### src/rtl/wb_exmem_arbiter.sv
// Two-master round-robin Wishbone arbiter in front of the exmem slave.
// Grant is held for the whole owner cycle; a watchdog error-terminates stalled strobes.
module wb_exmem_arbiter #(
  parameter int unsigned BITS    = 32,
  parameter int unsigned TIMEOUT = 64,
  parameter int unsigned CNT_W   = 8
) (
  input  logic            wbs_clk_i,
  input  logic            wbs_rst_i,
  input  logic            m0_cyc_i,
  input  logic            m0_stb_i,
  input  logic            m0_we_i,
  input  logic [3:0]      m0_sel_i,
  input  logic [BITS-1:0] m0_adr_i,
  input  logic [BITS-1:0] m0_dat_i,
  output logic            m0_ack_o,
  output logic            m0_err_o,
  output logic [BITS-1:0] m0_dat_o,
  input  logic            m1_cyc_i,
  input  logic            m1_stb_i,
  input  logic            m1_we_i,
  input  logic [3:0]      m1_sel_i,
  input  logic [BITS-1:0] m1_adr_i,
  input  logic [BITS-1:0] m1_dat_i,
  output logic            m1_ack_o,
  output logic            m1_err_o,
  output logic [BITS-1:0] m1_dat_o,
  output logic            wbs_cyc_o_exmem,
  output logic            wbs_stb_o_exmem,
  output logic            wbs_we_o_exmem,
  output logic [3:0]      wbs_sel_o_exmem,
  output logic [BITS-1:0] wbs_adr_o_exmem,
  output logic [BITS-1:0] wbs_dat_o_exmem,
  input  logic            wbs_ack_i_exmem,
  input  logic [BITS-1:0] wbs_dat_i_exmem,
  output logic [1:0]      grant_o
);

  typedef enum logic [1:0] {IDLE, GNT0, GNT1} state_e;

  state_e           state_q, state_d;
  logic             last_q, last_d;   // 0 = m0 owned last, 1 = m1
  logic [CNT_W-1:0] tcnt_q, tcnt_d;
  logic [1:0]       grant_q, grant_d;
  logic             req0, req1, timeout;

  assign req0    = m0_cyc_i & m0_stb_i;
  assign req1    = m1_cyc_i & m1_stb_i;
  assign timeout = (state_q != IDLE) && (tcnt_q == CNT_W'(TIMEOUT));
  assign grant_o = grant_q;

  always_ff @(posedge wbs_clk_i or negedge wbs_rst_i) begin
    if (!wbs_rst_i) begin
      state_q <= IDLE;
      last_q  <= 1'b1;
      tcnt_q  <= '0;
      grant_q <= '0;
    end else begin
      state_q <= state_d;
      last_q  <= last_d;
      tcnt_q  <= tcnt_d;
      grant_q <= grant_d;
    end
  end

  // Exits to IDLE on cyc drop or timeout; the other master waits one IDLE cycle.
  always_comb begin
    state_d = state_q;
    last_d  = last_q;
    tcnt_d  = '0;
    unique case (state_q)
      IDLE: begin
        if (req0 && req1)  state_d = last_q ? GNT0 : GNT1;
        else if (req0)     state_d = GNT0;
        else if (req1)     state_d = GNT1;
      end
      GNT0: begin
        if (timeout || !m0_cyc_i) begin
          state_d = IDLE;
          last_d  = 1'b0;
        end else if (m0_stb_i && !wbs_ack_i_exmem) begin
          tcnt_d = tcnt_q + CNT_W'(1);
        end
      end
      GNT1: begin
        if (timeout || !m1_cyc_i) begin
          state_d = IDLE;
          last_d  = 1'b1;
        end else if (m1_stb_i && !wbs_ack_i_exmem) begin
          tcnt_d = tcnt_q + CNT_W'(1);
        end
      end
      default: state_d = IDLE;
    endcase
    unique case (state_d)
      GNT0:    grant_d = 2'b01;
      GNT1:    grant_d = 2'b10;
      default: grant_d = 2'b00;
    endcase
  end

  always_comb begin
    wbs_cyc_o_exmem = 1'b0;
    wbs_stb_o_exmem = 1'b0;
    wbs_we_o_exmem  = 1'b0;
    wbs_sel_o_exmem = '0;
    wbs_adr_o_exmem = '0;
    wbs_dat_o_exmem = '0;
    m0_ack_o = 1'b0;
    m0_err_o = 1'b0;
    m0_dat_o = '0;
    m1_ack_o = 1'b0;
    m1_err_o = 1'b0;
    m1_dat_o = '0;
    unique case (state_q)
      GNT0: begin
        wbs_cyc_o_exmem = m0_cyc_i & ~timeout;
        wbs_stb_o_exmem = m0_stb_i & ~timeout;
        wbs_we_o_exmem  = m0_we_i;
        wbs_sel_o_exmem = m0_sel_i;
        wbs_adr_o_exmem = m0_adr_i;
        wbs_dat_o_exmem = m0_dat_i;
        m0_ack_o        = wbs_ack_i_exmem & ~timeout;
        m0_err_o        = timeout;
        m0_dat_o        = wbs_dat_i_exmem;
      end
      GNT1: begin
        wbs_cyc_o_exmem = m1_cyc_i & ~timeout;
        wbs_stb_o_exmem = m1_stb_i & ~timeout;
        wbs_we_o_exmem  = m1_we_i;
        wbs_sel_o_exmem = m1_sel_i;
        wbs_adr_o_exmem = m1_adr_i;
        wbs_dat_o_exmem = m1_dat_i;
        m1_ack_o        = wbs_ack_i_exmem & ~timeout;
        m1_err_o        = timeout;
        m1_dat_o        = wbs_dat_i_exmem;
      end
      default: ;
    endcase
  end

endmodule

### config.mk
export PLATFORM = sky130hd
export DESIGN_NAME = wb_exmem_arbiter
export DESIGN_NICKNAME = d
export VERILOG_FILES = /design/src/rtl/wb_exmem_arbiter.sv
export SDC_FILE = /design/constraint.sdc
export NUM_CORES = 1
export LEC_CHECK = 0
export ABC_AREA = 0
export CAP_MARGIN = 25
export CORE_AREA = 2 2 124 126
export DETAILED_ROUTE_END_ITERATION = 7
export DIE_AREA = 0 0 126 128
export RECOVER_POWER = 50
export SYNTH_ARGS = -nofsm -noshare
export SYNTH_HDL_FRONTEND = slang
export SYNTH_SLANG_ARGS = --single-unit
### constraint.sdc
create_clock -name wbs_clk_i -period 2 [get_ports wbs_clk_i]
set_input_delay 0.2 -clock wbs_clk_i [delete_from_list [all_inputs] [get_ports wbs_clk_i]]
set_output_delay 0.2 -clock wbs_clk_i [all_outputs]
set_load 0.01 [all_outputs]
[After elaboration in Yosys (flattened, before gate mapping)]
Index checks and enable logic that the tools add are counted.
Storage, ports and cells
  register bits: 13
  bits in writable memories: 0
  input bits: 177
  memory bits (read-only): 0
  latch bits: 0
  output and inout bits: 141
  memories kept: 0
Operators by class
  equality and inequality tests: 7
  $add $sub $neg: 1
  reductions and logical operators: 13
  shift operators: 0
  bitwise operators: 8
  multiplexer cells: 28
  divide/modulo/power cells: 0
  multiply operators: 0
  $lt $le $gt $ge: 0
Operators by type and width (number)
  $pmux 32 s2: 2
  $mux 32: 2
  $mux 8: 4
  $pmux 8 s2: 1
  $mux 2: 6
  $add 8x1->8 const B: 1
  $eq 8x7->1 const B: 1
  $pmux 1 s2: 4
  $pmux 4 s2: 1
  $and 1x1->1: 7
  $mux 1: 6
  $pmux 2 s3: 1
  $eq 2x1->1 const B: 2
  $eq 2x2->1 const B: 2
  $logic_and 1x1->1: 4
  $ne 2x2->1 const B: 2
  $pmux 2 s2: 1
  $reduce_bool 2->1: 2
  $logic_not 1->1: 3
  $reduce_and 3->1: 1
  $logic_not 2->1: 1
  $logic_or 1x1->1: 2
  $not 1->1: 1

[Longest topological paths before layout]
Gate-level depths: netlist (run 1).
  depth in word-level cells: 7
  gate-level depth with buffers: 8
  depth with buffers taken out: 6

[Worst setup path before layout (run 1)]
Ideal clock, no wire load.
  kind: register -> output
  start point: register state_q[1]
  end point: output wbs_dat_o_exmem[15]
  required time: 1800 ps
  cell stages (with the launch flop): 8
  setup slack: 270 ps
  arrival time: 1530 ps
  path through: dfrtp_1 inv_1 ha_1 buf_2 buf_2 buf_1 a22oi_1 nor2b_1
Between the ends
  cells in the longest elaborated chain, start to end: 2
  elaborated cells between the ends (all ways): 3
Ends and longest elaborated chain
  start: declaration: line 41  | state_e state_q, state_d;
  start signal: assignment: line 59  | state_q <= state_d;
  $eq 2x2->1 / $eq 2x1->1 (equally long branches): line 115  | unique case (state_q)
  $pmux 32 s2 (*): line 115
  end: declaration: line 33  | output logic [BITS-1:0] wbs_dat_o_exmem,
Mark *: on every way between the ends. The rest lies on a longest branch, timed or not.

[Worst setup path after layout (run 1)]
  start point: register state_q[0]
  end point: output wbs_adr_o_exmem[15]
Between the ends
  cells in the longest elaborated chain, start to end: 2
  elaborated cells between the ends (all ways): 3
Ends and longest elaborated chain
  $eq 2x2->1 / $eq 2x1->1 (equally long branches): line 115
  $pmux 32 s2 (*): line 115
  end: declaration: line 32  | output logic [BITS-1:0] wbs_adr_o_exmem,
Marked as above.

==> impl_metrics.yaml, run 1 <==
logic_synthesis:
  synth_seq_cells: 13
  yosysWarnings: 0
  synthCells: 315
  synthDistinctLibCells: 29
  syn_area_sq_um: 2277
  synth-seq-area-share_pct: 14.34
  syn_nets: 498
  syn_area_per_cell_sq_um: 7.229
placement:
  gp_congestion: 0.8384
  place_inst: 804
  io_buffers: 317
  dp_hpwl_mm: 10.35
  placed_area_sq_um: 5783
  pre_cts_ws_ps: -6.282
setup_path:
  start_kind: "flop"
  slowest_delay_ps: 400
  cp-end-kind: "output pin"
  path_max_fanout: 21
  cp_top_family: "buffers and inverters"
  crit_chain: "buf_6 -> ha_4 -> buf_4 -> buf_12 -> a22oi_1 -> nor2b_1 -> dlygate4sd2_1"
  timing.critical_path.buf_inv: 4
  critPathKind: "reg -> out"
  arrival_ps: 1810
  crit_path_top_delay_cell: "dfrtp_1"
  cp.required_ps: 1800
cts:
  clk_pin_slew_ps: 40
  cts.root.buffer_cell: "clkbuf_16"
  clk-insertion-delay-late_ps: 240
  cts_sinks: 13
  cts_buffer_depth: 2
  cts_tree: "built"
  ctsHoldBuffers: 0
  cts_buffers: 3
  cts-htree-levels: 1
grt:
  grt_pass1_wl_mm: 21.58
  track_usage_pct: 16.84
  grt-ovfl-total: 0
  grt_pass1_vias: 3554
  grt_max_degree: 33
  antenna_found_initial: 0
cells_and_area:
  fin_cells: 833
  antenna_cells: 0
  drive_above_1_share_pct: 25.43
  layout_commonest_cell: "clkdlybuf4s50_1"
  area_growth_pct: 177.0
  utilization_pct: 42.44
  n_fill_cell: 1502
  stdcell_area_sq_um: 6309
  nets: 829
  final_cell_mix: "clkdlybuf4s50_1 (175), nor2b_1 (69), dlygate4sd2_1 (65)"
flow_run:
  cap_violations: 0
worst_hold_path:
  hold_class: "in -> async"
sta:
  slew_violations: 0
  min_period_ps: 2008
  rsz0062_at_grt: "yes"
  worst_pin_slew_ps: 587.5
  fin_crit_sh_pct: 100.4
  fmax_mhz: 498.0
  slew_headroom_pct: 60.70
  timing.hold.ws_ps: 402.9
  finalSetupTns_ps: -8.056
  final-setup-viol-count: 1
  fin_ws_ps: -8.056
  final_hold_viol_count: 0
  skew_ps: 1.174
detailed_routing:
  antenna_left: 0
  routed_wl_mm: 15.10
  vias: 3666
  post-route-drc-count: 0
  dr.pass1.iters: 4
  first_iter_violations: 149
  avgViaCountPerCell: 4.401
  post_drt_wl_per_cell_microns: 18.12
power_and_ir_drop:
  power.density_nw_per_um2: 1096
  vdd_drop_max_v: 0.0005737
  leakage_nw: 2.730
  p_total_mw: 6.914
floorplanning:
  fp.dieW_microns: 126
  ios: 318
  rows: 45
  coreArea_sq_um: 14860
  start_util_pct: 15.32
  die_y_microns: 128
  die_area_sq_um: 16130
run_status:
  violations: "negative setup slack"
  status: "finished, violations left"
==> layer usage <==
metal / part of all wire (%) / track usage, % / wire (microns) / vias to the layer above
li1: - / - / - / 1758
met1: 41 / 20.82 / 6186 / 1752
met2: 53 / 32.01 / 8029 / 148
met3: 5.2 / 2.045 / 783 / 8
met4: 0.64 / 2.133 / 96 / 0
met5: 0 / 0 / 0 / -
==> final cells by class <==
class | instances | area, sq um | area share [%]
inverters | 7 | 26.28 | 0.4165
repair buffers | 358 | 3512 | 55.67
flip-flops and latches | 13 | 326.6 | 5.177
clock buffers | 4 | 78.83 | 1.250
multi-input cells | 263 | 2130 | 33.76
well taps | 188 | 235.2 | 3.729
==> where the power goes <==
group	switching, mW	internal, mW	total, mW
Clock	0.108	0.269	0.376
Sequential	0.0316	0.318	0.350
Combinational	2.86	3.33	6.19
Total	2.99	3.92	6.91
==> what timing repair did <==
action / in CTS / in global routing
buffers inserted: 8 / 6
setup endpoints to repair: 139 / 33
pin swaps: 3 / 9
gates resized for setup: 319 / 58
cloned: 8 / 4
==> cells by family after synthesis <==
logic type                 share of synthesized area, %
and+or+nand+nor                                   45.77
AOI/OAI and AO/OA                                 26.76
buffers and inverters                             6.649
DFF                                               14.34
xor gates and xnor gates                          2.308
adders and majority gates                         3.297
muxes                                            0.8792
==> cell usage after synthesis (all sizes together) <==
| library cell | n | area, sq um |
|---|---|---|
| a211oi | 2 | 15.01 |
| a21oi | 3 | 15.01 |
| a22o | 1 | 10.01 |
| a22oi | 69 | 518.0 |
| a311oi | 2 | 30.03 |
| a31oi | 2 | 12.51 |
| and2 | 64 | 400.4 |
| and3 | 5 | 36.29 |
| and4 | 1 | 8.760 |
| and4bb | 1 | 12.51 |
| buf | 6 | 27.53 |
| clkbuf | 26 | 97.59 |
| dfrtp | 12 | 300.3 |
| dfstp | 1 | 26.28 |
| ha | 6 | 75.07 |
| inv | 7 | 26.28 |
| mux2i | 2 | 20.02 |
| nand2 | 3 | 18.77 |
| nand3 | 9 | 45.04 |
| nor2 | 14 | 52.55 |
| nor2b | 69 | 431.7 |
| nor3b | 2 | 15.01 |
| nor4 | 1 | 21.27 |
| o2bb2ai | 1 | 8.760 |
| xnor2 | 1 | 8.760 |
| xor2 | 5 | 43.79 |
==> sequential cells by signal, indices dropped and copies added (netlist names) <==
name,flops
last_q,1
grant_o,2
tcnt_q,8
state_q,2
==> worst paths after layout <==
| check | from | end | cells past startpoint | slack, ps |
|---|---|---|---|---|
| max in group asynchronous | wbs_rst_i | tcnt_q[6]$_DFF_PN0_ | 1 | 1210 |
| setup reg to reg | state_q[1]$_DFF_PN0_ | grant_o[1]$_DFF_PN0_ | 7 | 20 |
| min in group wbs_clk_i | tcnt_q[0]$_DFF_PN0_ | tcnt_q[0]$_DFF_PN0_ | 2 | 550 |
| setup / recovery | state_q[0]$_DFF_PN0_ | wbs_adr_o_exmem[15] | 7 | -8 |
| hold / removal | wbs_rst_i | grant_o[1]$_DFF_PN0_ | 1 | 400 |
| hold reg to reg | tcnt_q[0]$_DFF_PN0_ | tcnt_q[0]$_DFF_PN0_ | 2 | 550 |
No activity file was read; power rests on OpenSTA's default activity.
==> run 2: changes to the inputs <==
==> constraint.sdc (replaced) <==
create_clock -name wbs_clk_i -period 1.9 [get_ports wbs_clk_i]
set_input_delay 0.19 -clock wbs_clk_i [delete_from_list [all_inputs] [get_ports wbs_clk_i]]
set_output_delay 0.19 -clock wbs_clk_i [all_outputs]
set_load 0.01 [all_outputs]
==> run 2 against run 1 <==
Effect of this change:
- the flow still finishes with violations (negative setup slack)
- clock skew barely moved
- combinational power rose by 14%
- flip-flop and latch count did not move
- global-route usage rose by 0.53 points
- critical path type unchanged
- highest routed layer unchanged
==> impl_metrics.yaml, run 2 (synthesized netlist as in run 1, its figures left out) <==
sta:
  min_period_ps: 1958
  finalSetupTns_ps: -166.2
  rsz0062_at_grt: "yes"
  fmax_mhz: 510.8
  final_hold_viol_count: 0
  fin_crit_sh_pct: 103.0
  fin_ws_ps: -57.63
  final-setup-viol-count: 13
  skew_ps: 0.7020
  worst_pin_slew_ps: 587.0
  slew_violations: 0
  slew_headroom_pct: 60.74
worst_hold_path:
  hold_class: "in -> async"
setup_path:
  crit_chain: "buf_6 -> ha_4 -> buf_12 -> buf_12 -> buf_16 -> a22oi_2 -> nor2b_1 -> buf_2"
  crit_top_cell: "buf_12"
  arrival_ps: 1770
  reg2regPathDepth: 7
  crit_path_top_delay_cell: "dfrtp_1"
  startpoint: "state_q[0]$_DFF_PN0_"
  r2r_end: "grant_o[0]$_DFF_PN0_"
  regToRegSetupSlack_ps: 30
  path_max_fanout: 6
  cp.required_ps: 1710
  cp-end-kind: "output pin"
  critPathKind: "reg -> out"
  start_kind: "flop"
  r2r_start: "state_q[0]$_DFF_PN0_"
  slowest_delay_ps: 390
detailed_routing:
  first_iter_violations: 101
  maxUsedRoutingLayer: "met4"
  routed_wl_mm: 15.42
  drt-met1-wl_mm: 6.458
  dr.pass1.iters: 4
  wl_met3_microns: 675
  vias: 3719
  post-route-drc-count: 0
  dr_wl_met2_mm: 8.234
  post_drt_wl_per_cell_microns: 18.11
  avgViaCountPerCell: 4.370
  antenna_left: 0
flow_run:
  cap_violations: 0
cts:
  cts.root.buffer_cell: "clkbuf_16"
  cts_buffers: 3
  clk_pin_slew_ps: 40
  cts_buffer_depth: 2
  cts_tree: "built"
  clk-insertion-delay-late_ps: 240
  cts-htree-levels: 1
  cts_sinks: 13
power_and_ir_drop:
  combPwrFrac_pct: 90.3
  vdd_drop_max_v: 0.0006059
  p_sw_share_pct: 42.33
  p_switching_mw: 3.309
  p_clk_share_pct: 5.0
  power.density_nw_per_um2: 1211
  p_int_mw: 4.510
  leakage_nw: 2.740
  p_seq_share_pct: 4.7
grt:
  grt-ovfl-total: 0
  grt_pass1_wl_mm: 22.27
  antenna_found_initial: 0
  grt_max_degree: 32
  grt_pass1_vias: 3643
  track_usage_pct: 17.37
floorplanning:
  coreArea_sq_um: 14860
  rows: 45
  ios: 318
  fp.dieW_microns: 126
  start_util_pct: 15.32
  die_area_sq_um: 16130
  die_y_microns: 128
run_status:
  violations: "negative setup slack"
  status: "finished, violations left"
cells_and_area:
  final_cell_mix: "clkdlybuf4s50_1 (175), nor2b_1 (69), and2_1 (64)"
  drive_above_1_share_pct: 30.02
  largest_register_ffs: 8
  antenna_cells: 0
  area_growth_pct: 183.6
  layout_commonest_cell: "clkdlybuf4s50_1"
  fin_cells: 851
  nets: 847
  max_flop_register: "tcnt_q"
placement:
  place_inst: 810
  dp_hpwl_mm: 10.12
  io_buffers: 317
  gp_congestion: 0.8476
[run 2: changes by cell type in the layout (fill, tap and decap cells not counted), moves of 4 or more]
cell / delta
clkbuf_1: +6
buf_2: +12
buf_6: +4
clkbuf_2: +5
clkbuf_16: -4
buf_16: +6
buf_4: +9
dlygate4sd2_1: -28
clkdlybuf4s15_1: +6
[run 2: how the worst max path moves through the flow]
stage | depth (start not counted) | slack, ps | endpoint
finish | 8 | -60 | wbs_sel_o_exmem[2]
global placement | 5 | -120 | wbs_adr_o_exmem[17]
global route | 8 | -110 | wbs_adr_o_exmem[10]
CTS | 8 | -150 | wbs_dat_o_exmem[6]
floorplan | 7 | 180 | wbs_dat_o_exmem[15]
detailed placement | 5 | -130 | wbs_adr_o_exmem[17]
[run 2: final cells by class]
class,instances,area (sq um)
clock buffers,4,78.83
fillers,1473,8407
inverters,7,26.28
multi-input cells,263,2132
flip-flops and latches,13,326.6
well taps,188,235.2
repair buffers,376,3659
[run 2: power by group through the flow]
stage | Clock (mW) | Sequential (mW) | Combinational [mW]
3_5_place_dp | 0 | 0.364 | 5.48
2_1_floorplan | 0 | 0.383 | 2.53
3_3_place_gp | 0 | 0.365 | 5.45
5_1_grt | 0.416 | 0.374 | 7.49
6_report | 0.388 | 0.370 | 7.06
4_1_cts | 0.401 | 0.371 | 7.04
[run 2: per-layer routing]
layer	GRT usage, %	vias up
li1	-	1813
met1	22.68	1767
met2	32.48	135
met3	1.461	4
met4	1.228	0
met5	0	-
[run 2: metrics by stage]
stage	instance area (sq um)	worst slack (ps)	utilization, %	total power, mW	hold slack, ps
2_1_floorplan	2277	180.0	-	2.910	-105.6
3_3_place_gp	5828	-116.9	39.21	5.817	519.5
3_5_place_dp	5828	-132.1	39.21	5.844	522.8
4_1_cts	6440	-146.0	43.32	7.810	352.0
5_1_grt	6457	-106.7	43.44	8.280	448.3
6_report	6457	-57.63	43.44	7.819	398.2
[run 2: worst max-delay path: cells and delay by family, from the launching register on]
family | cells | cell delay (ps)
flip-flops | 1 | 390
adder cells (fa/ha/maj) | 1 | 210
buffers and inverters | 5 | 700
AND/OR/NAND/NOR | 1 | 70
AO/OA/AOI/OAI | 1 | 150
[run 2: what timing repair did]
| item | 4_1_cts | 5_1_grt |
|---|---|---|
| gates resized for setup | 398 | 68 |
| cloned | 15 | 1 |
| hold buffers | 0 | 0 |
| buffers inserted | 20 | 4 |
| pin swaps | 17 | 23 |
| endpoints found under the setup margin | 139 | 105 |
==> run 3: changes to the inputs <==
--- a/config.mk
+++ b/config.mk
@@ -10,6 +10,7 @@
 export CORE_AREA = 2 2 124 126
 export DETAILED_ROUTE_END_ITERATION = 7
 export DIE_AREA = 0 0 126 128
+export GPL_TIMING_DRIVEN = 0
 export RECOVER_POWER = 50
 export SYNTH_ARGS = -nofsm -noshare
 export SYNTH_HDL_FRONTEND = slang
==> run 3 against run 2 <==
Effect of this change:
- the flow still finishes with violations (negative setup slack)
- critical path depth unchanged
- sequential power up 5%
- via count rose by 2.5%
- die area did not move
- final area grew 4.5%
- global-route usage is 0.054 points higher
- setup slack worse by 25 ps
- register-to-register slack got worse by 80 ps
- largest cell class unchanged
==> impl_metrics.yaml, run 3 (synthesized netlist as in run 1, its figures left out) <==
floorplanning:
  die_y_microns: 128
  fp.dieW_microns: 126
  start_util_pct: 15.32
  rows: 45
  ios: 318
  coreArea_sq_um: 14860
  die_area_sq_um: 16130
cts:
  clk_pin_slew_ps: 40
  cts_tree: "built"
  cts_buffers: 3
  cts-htree-levels: 1
  cts_buffer_depth: 2
  clk-insertion-delay-late_ps: 240
  cts_sinks: 13
  cts.root.buffer_cell: "clkbuf_16"
sta:
  slew_violations: 0
  min_period_ps: 1983
  timing.hold.ws_ps: 334.4
  fmax_mhz: 504.3
  worst_pin_slew_ps: 584.3
  final_hold_viol_count: 0
  rsz0062_at_grt: "yes"
  final-setup-viol-count: 30
  fin_ws_ps: -83.09
  skew_ps: 3.757
  slew_headroom_pct: 60.92
  fin_crit_sh_pct: 104.4
setup_path:
  regToRegSetupSlack_ps: -50
  cp-end-kind: "output pin"
  arrival_ps: 1790
  r2r_end: "grant_o[0]$_DFF_PN0_"
  r2r_start: "state_q[1]$_DFF_PN0_"
  path_max_fanout: 5
  cp.required_ps: 1710
  start_kind: "flop"
  critPathKind: "reg -> out"
  reg2regPathDepth: 9
run_status:
  violations: "negative setup slack"
  status: "finished, violations left"
power_and_ir_drop:
  p_clk_share_pct: 4.4
  combPwrFrac_pct: 91.2
  vdd_drop_max_v: 0.0003718
  p_int_mw: 5.332
  leakage_nw: 2.891
  p_switching_mw: 3.597
  power.density_nw_per_um2: 1324
  p_sw_share_pct: 40.28
  p_seq_share_pct: 4.4
grt:
  grt_pass1_vias: 3776
  antenna_found_initial: 0
  track_usage_pct: 17.43
  grt-ovfl-total: 0
  grt_max_degree: 14
  grt_pass1_wl_mm: 22.23
detailed_routing:
  vias: 3813
  dr.pass1.iters: 4
  post-route-drc-count: 0
  post_drt_wl_per_cell_microns: 18.59
  first_iter_violations: 125
  avgViaCountPerCell: 4.423
  antenna_left: 0
  routed_wl_mm: 16.03
worst_hold_path:
  hold_class: "in -> reg"
  whs_path_depth: 3
  whs_endpoint: "last_q$_DFFE_PN1P_"
  hp-start: "m0_cyc_i"
cells_and_area:
  drive_above_1_share_pct: 46.88
  nets: 858
  layout_commonest_cell: "clkdlybuf4s50_1"
  final_cell_mix: "clkdlybuf4s50_1 (174), buf_2 (90), and2_1 (62)"
  antenna_cells: 0
  largest_register_ffs: 8
  max_flop_register: "tcnt_q"
  fin_cells: 862
  area_growth_pct: 196.3
flow_run:
  cap_violations: 0
placement:
  dp_hpwl_mm: 11.71
  io_buffers: 316
  gp_congestion: 0.8270
  place_inst: 819
run 3: worst max-delay path by stage:
stage / from / end / cells after the start
6_report: state_q[1]$_DFF_PN0_ / wbs_dat_o_exmem[21] / 8
5_1_grt: state_q[1]$_DFF_PN0_ / wbs_dat_o_exmem[21] / 8
4_1_cts: state_q[1]$_DFF_PN0_ / wbs_dat_o_exmem[31] / 8
3_5_place_dp: state_q[1]$_DFF_PN0_ / wbs_dat_o_exmem[23] / 8
3_3_place_gp: state_q[1]$_DFF_PN0_ / wbs_dat_o_exmem[23] / 8
2_1_floorplan: state_q[1]$_DFF_PN0_ / wbs_dat_o_exmem[15] / 7
run 3: critical path, stage by stage, from the launching register on:
cell     delay (ps)
dfrtp_1         400
inv_2            90
buf_12          130
ha_4            320
buf_12          130
buf_8           100
buf_8           100
nor2b_1         130
buf_2           150
run 3: final cells by class:
type	count	area, sq um
Multi-Input combinational cell	263	2394
Inverter	7	28.78
Fill cell	1442	8118
Sequential cell	13	327.8
Clock buffer	4	78.83
Tap cell	188	235.2
Buffer	29	466.7
Timing Repair Buffer	358	3216
run 3: what timing repair did:
action | in CTS | in global routing
setup endpoints to repair | 149 | 122
hold buffers | 0 | 0
cloned | 7 | 4
gates resized for setup | 683 | 149
pin swaps | 7 | 16
buffers inserted | 28 | 6
run 3: metrics by stage:
| stage | power (mW) | setup slack, ps | TNS, ps | instance area [sq um] | utilization, % |
|---|---|---|---|---|---|
| 6_report | 8.929 | -83.09 | -981.7 | 6746 | 45.39 |
| 2_1_floorplan | 2.910 | 180.0 | 0 | 2277 | - |
| 3_5_place_dp | 5.660 | -940.1 | -77820 | 5675 | 38.18 |
| 3_3_place_gp | 5.583 | -865.5 | -70380 | 5675 | 38.18 |
| 4_1_cts | 7.744 | -91.45 | -1815 | 6147 | 41.36 |
| 5_1_grt | 9.455 | -154.5 | -4182 | 6746 | 45.39 |
run 3: per-layer routing:
layer	up-vias	share of wire, %	GRT usage, %
met3	18	5.3	2.713
met2	154	55	32.54
met4	0	1.3	3.232
met1	1815	39	21.24
met5	-	0	0
li1	1826	-	-
run 3: power groups by stage:
stage / Sequential (mW) / Clock [mW] / Combinational, mW
final: 0.389 / 0.396 / 8.14
after global routing: 0.397 / 0.419 / 8.64
after CTS: 0.388 / 0.407 / 6.95
after detailed placement: 0.382 / 0 / 5.28
after global placement: 0.381 / 0 / 5.20
after floorplan: 0.383 / 0 / 2.53
==> variant 1: new RTL, settings of run 3 <==
Register the output `m0_err_o`, with the module's reset; this adds one clock of latency there. The other outputs are not delayed to match.
--- a/src/rtl/wb_exmem_arbiter.sv
+++ b/src/rtl/wb_exmem_arbiter.sv
@@ -37,6 +37,8 @@
 );
 
   typedef enum logic [1:0] {IDLE, GNT0, GNT1} state_e;
+
+  logic m0_err_d;
 
   state_e           state_q, state_d;
   logic             last_q, last_d;   // 0 = m0 owned last, 1 = m1
@@ -107,7 +109,7 @@
     wbs_adr_o_exmem = '0;
     wbs_dat_o_exmem = '0;
     m0_ack_o = 1'b0;
-    m0_err_o = 1'b0;
+    m0_err_d = 1'b0;
     m0_dat_o = '0;
     m1_ack_o = 1'b0;
     m1_err_o = 1'b0;
@@ -121,7 +123,7 @@
         wbs_adr_o_exmem = m0_adr_i;
         wbs_dat_o_exmem = m0_dat_i;
         m0_ack_o        = wbs_ack_i_exmem & ~timeout;
-        m0_err_o        = timeout;
+        m0_err_d        = timeout;
         m0_dat_o        = wbs_dat_i_exmem;
       end
       GNT1: begin
@@ -139,5 +141,13 @@
     endcase
   end
 
+  always_ff @(posedge wbs_clk_i or negedge wbs_rst_i) begin
+    if (!wbs_rst_i) begin
+      m0_err_o <= '0;
+    end else begin
+      m0_err_o <= m0_err_d;
+    end
+  end
+
 endmodule
 
Behaviour: same outputs for any inputs over 10 cycles, from zero or initial values and one cycle with wbs_rst_i low; that may be too few to reach the edited logic, so the function may still have changed.
==> variant 1 against run 3 <==
The flow still finishes with violations (setup timing); synthesized area grew 1.1%; clock skew decreased by 0.00055 ns; total power is 2.2% lower; cell area shrank 0.59%; setup slack better by 0.0094 ns; sequential power increased by 4%; die area unchanged; sequential cell count rose by 1; critical path depth unchanged; count of clock-buffer cells in the layout did not move; worst hold slack worse by 0.0079 ns; routed wire length grew 3.8%; critical path type unchanged; critical endpoint is now m0_ack_o; largest cell class unchanged.
==> variant 1: results <==
export IMPL_antennaDiodeCount=0
export IMPL_ys_seq_area_share_pct=15.27
export IMPL_drt_iter0_drc=152
export IMPL_largest_reg_flops=8
export IMPL_clk_pin_slew_ns=0.04
export IMPL_muxShareOfSynthArea_pct=0.8696
export IMPL_grt_pass1_wl_um=22600
export IMPL_setup_slack_ns=-0.07369
export IMPL_worst_pin_slew_ns=0.6179
export IMPL_path_max_fanout=6
export IMPL_postSynth_asyncResetShare_pct=100.0
export IMPL_timing_hold_violations_final=0
export IMPL_fill_cells=1451
export IMPL_p_leak_nw=2.874
export IMPL_ys_top_cells_by_count="69 x a22oi_1, 69 x nor2b_1, 64 x and2_1"
export IMPL_grt_max_degree=15
export IMPL_finalSetupViolCount=43
export IMPL_wire_per_inst_um=19.21
export IMPL_ys_top_cells_by_area="a22oi_1 23%, nor2b_1 19%, and2_1 17%, dfrtp_1 14%, clkbuf_1 4.1%"
export IMPL_grt_pass1_vias=3779
export IMPL_pre_cts_ws_ns=-0.8861
export IMPL_fin_nets=862
export IMPL_status="complete, but fails checks"
export IMPL_drive_gt1_share_pct=47.05
export IMPL_synth_compound_area_share_pct=26.47
export IMPL_drt_vias_per_instance=4.516
export IMPL_placed_cell_area_um2=5700
export IMPL_synth_fa_ha_area_share_pct=3.261
export IMPL_synth_xor_area_share_pct=2.283
export IMPL_ir_worst_vdd_uv=516.9
export IMPL_gp_congestion=0.8452
export IMPL_skew_ns=0.003204
export IMPL_syn_nets=499
export IMPL_grt_use_total_pct=17.63
export IMPL_violations="setup timing"
[variant 1: changes by cell type after synthesis]
cell / run 3 / this run
clkbuf_1: 26 / 25
dfrtp_1: 12 / 13
buf_1: 2 / 3
[variant 1: stage by stage]
stage          cells  TNS, ns
6_report         866  -0.5561
5_1_grt          866   -6.040
4_1_cts          853  -0.4832
3_5_place_dp     820   -73.40
3_3_place_gp     820   -66.69
2_1_floorplan    316        0
[variant 1: repair_timing]
action	CTS	global route
endpoints found under the hold margin	0	0
gates resized for setup	704	105
pin swaps	7	23
buffers inserted	25	6
cloned	4	13
endpoints found under the setup margin	148	120
[variant 1: power by group]
group | internal [mW] | switching, mW | leakage, nW
Combinational | 4.52 | 3.41 | 2.65
Sequential | 0.359 | 0.0478 | 0.187
Clock | 0.283 | 0.115 | 0.0382
[variant 1: layout make-up]
type                    count  area (µm²)  share of cell area [%]
inverters                   7       28.78                  0.4291
plain buffers              27       479.2                   7.146
multi-input cells         263        2338                   34.87
well taps                 188       235.2                   3.507
flip-flops and latches     14       352.8                   5.261
repair buffers            363        3193                   47.61
clock buffers               4       78.83                   1.175
[variant 1: kinds of logic after synthesis]
| kind of cell | Yosys count |
|---|---|
| mux | 2 |
| xor+xnor | 6 |
| buf+inv | 39 |
| compound gates | 80 |
| flops | 14 |
| fa+ha+maj | 6 |
| simple gates | 169 |
[variant 1: path summary, 6_finish.rpt]
check / start / endpoint / slack, ns / cells after the start
worst max-delay path: state_q[1] / m0_ack_o / -0.07 / 8
worst min-delay path: m0_cyc_i / last_q / 0.33 / 3
worst max register to register: state_q[1] / grant_o[0] / -0.01 / 9
worst min register to register: tcnt_q[7] / tcnt_q[7] / 0.54 / 2
max in group asynchronous: wbs_rst_i / state_q[0] / 1.06 / 1
min in group asynchronous: wbs_rst_i / grant_o[1] / 0.40 / 1
[variant 1: routing by layer]
metal	part of all wire, %	vias up	global-route usage, %
li1	-	1833	-
met1	39	1870	21.18
met2	53	173	32.73
met3	5.4	35	2.713
met4	2.7	0	4.460
met5	0	-	0
[variant 1: critical path, delay by kind of cell, from the launching register on]
family	cells	cell delay, ns
AND/OR/NAND/NOR	3	0.56
buffers and inverters	4	0.43
flip-flops	1	0.39
adder cells (fa/ha/maj)	1	0.16
==> variant 2: new RTL, config.mk and constraints of run 3 <==
Without the edit above. The parameter `BITS` goes from 32 to 36.
--- a/src/rtl/wb_exmem_arbiter.sv
+++ b/src/rtl/wb_exmem_arbiter.sv
@@ -1,7 +1,7 @@
 // Two-master round-robin Wishbone arbiter in front of the exmem slave.
 // Grant is held for the whole owner cycle; a watchdog error-terminates stalled strobes.
 module wb_exmem_arbiter #(
-  parameter int unsigned BITS    = 32,
+  parameter int unsigned BITS    = 36,
   parameter int unsigned TIMEOUT = 64,
   parameter int unsigned CNT_W   = 8
 ) (
Interface: changed (9 resized); port bits go from 318 to 354. No check against the original RTL was run, so the function may have changed too.
==> variant 2 against run 3 <==
Clock skew about the same; highest routed layer unchanged; worst hold slack worse by 0.0059 ns; combinational power up 1%; maximum frequency up 4.4%; routed wire length up 11%; sequential cell count unchanged; clock power up 2%; cell area up 6.7%; synthesized area up 7.4%; synthesized cell count up 8.6%; total power up 0.96%; setup slack better by 0.083 ns.
==> variant 2: results <==
export IMPL_status="completed"
export IMPL_ys_seq_area_share_pct=13.35
export IMPL_fill_cells=1477
export IMPL_nFlopsAndLatches=13
export IMPL_ir_worst_vdd_uv=460.4
export IMPL_buffer_area_share_pct=57.01
export IMPL_drt_iter0_drc=105
export IMPL_crit_path_end="m0_dat_o[10]"
export IMPL_ys_top_cells_by_area="a22oi_1 24%, nor2b_1 20%, and2_1 18%, dfrtp_1 12%, clkbuf_1 5.1%"
export IMPL_dp_final_hpwl_um=13300
export IMPL_fin_nets=936
export IMPL_antennaDiodeCount=0
export IMPL_grt_pass1_vias=4040
export IMPL_worst_pin_slew_ns=0.5970
export IMPL_synth_fa_ha_area_share_pct=3.069
export IMPL_largest_reg_flops=8
export IMPL_drt_met1_wl_um=7164
export IMPL_met2_usage_pct=33.33
export IMPL_syn_nets=545
export IMPL_dr_wl_met3_um=1053
export IMPL_dp_cells=882
export IMPL_vias=4162
export IMPL_ys_top_cells_by_count="77 x a22oi_1, 77 x nor2b_1, 72 x and2_1"
export IMPL_drive_gt1_share_pct=45.77
export IMPL_synth_cell_type_count=28
export IMPL_dr_wl_met2_um=9218
export IMPL_clockBufferDepth=2
export IMPL_io_buffers=352
export IMPL_multi_input_area_share_pct=33.73
export IMPL_gp_congestion=0.8855
export IMPL_placed_cell_area_um2=6205
export IMPL_grt_pass1_wl_um=23320
export IMPL_met3_usage_pct=2.963
export IMPL_rr_worst_depth=7
export IMPL_synth_compound_area_share_pct=27.37
export IMPL_post_cts_resized=703
export IMPL_clock_buffers=4
export IMPL_cts_made_buffers=3
export IMPL_use_met1_pct=22.52
export IMPL_area_growth_pct=194.4
export IMPL_muxShareOfSynthArea_pct=0.8184
export IMPL_seq_share_pct=4.535
export IMPL_skew_ns=0.003520
export IMPL_path_max_fanout=8
export IMPL_grt_use_total_pct=18.42
export IMPL_synth_xor_area_share_pct=2.148
export IMPL_clockNetworkAreaShare_pct=1.095
export IMPL_multi_input_cells=287
export IMPL_drt_wl_total_um=17800
export IMPL_rrSetupSlack_ns=0.06
export IMPL_p_leak_nw=3.079
export IMPL_cts_setup_buffers=12
export IMPL_syn_instance_count=342
export IMPL_num_nonclk_buffers=421
-- variant 2: worst max-delay path, delay by kind of cell, from the launching register on --
family,cells,cell delay (ns)
fa+ha+maj,1,0.22
buf+inv,5,0.71
flops,1,0.39
simple gates,1,0.13
-- variant 2: logic make-up after synthesis --
logic type | Yosys count
and+or+nand+nor | 185
AOI/OAI and AO/OA | 88
buffers and inverters | 42
DFF | 13
xor gates and xnor gates | 6
adders and majority gates | 6
muxes | 2
-- variant 2: report_power, final --
group	switching, mW	internal [mW]
clock	0.120	0.283
sequential	0.0335	0.335
combinational	3.52	4.72
total	3.67	5.34
-- variant 2: stage by stage --
step	hold slack, ns	setup slack [ns]
3_3_place_gp	0.5208	-1.118
4_1_cts	0.3099	-0.07793
3_5_place_dp	0.5285	-1.119
5_1_grt	0.3729	-0.08985
2_1_floorplan	-0.1056	0.1764
6_report	0.3285	0.0004061
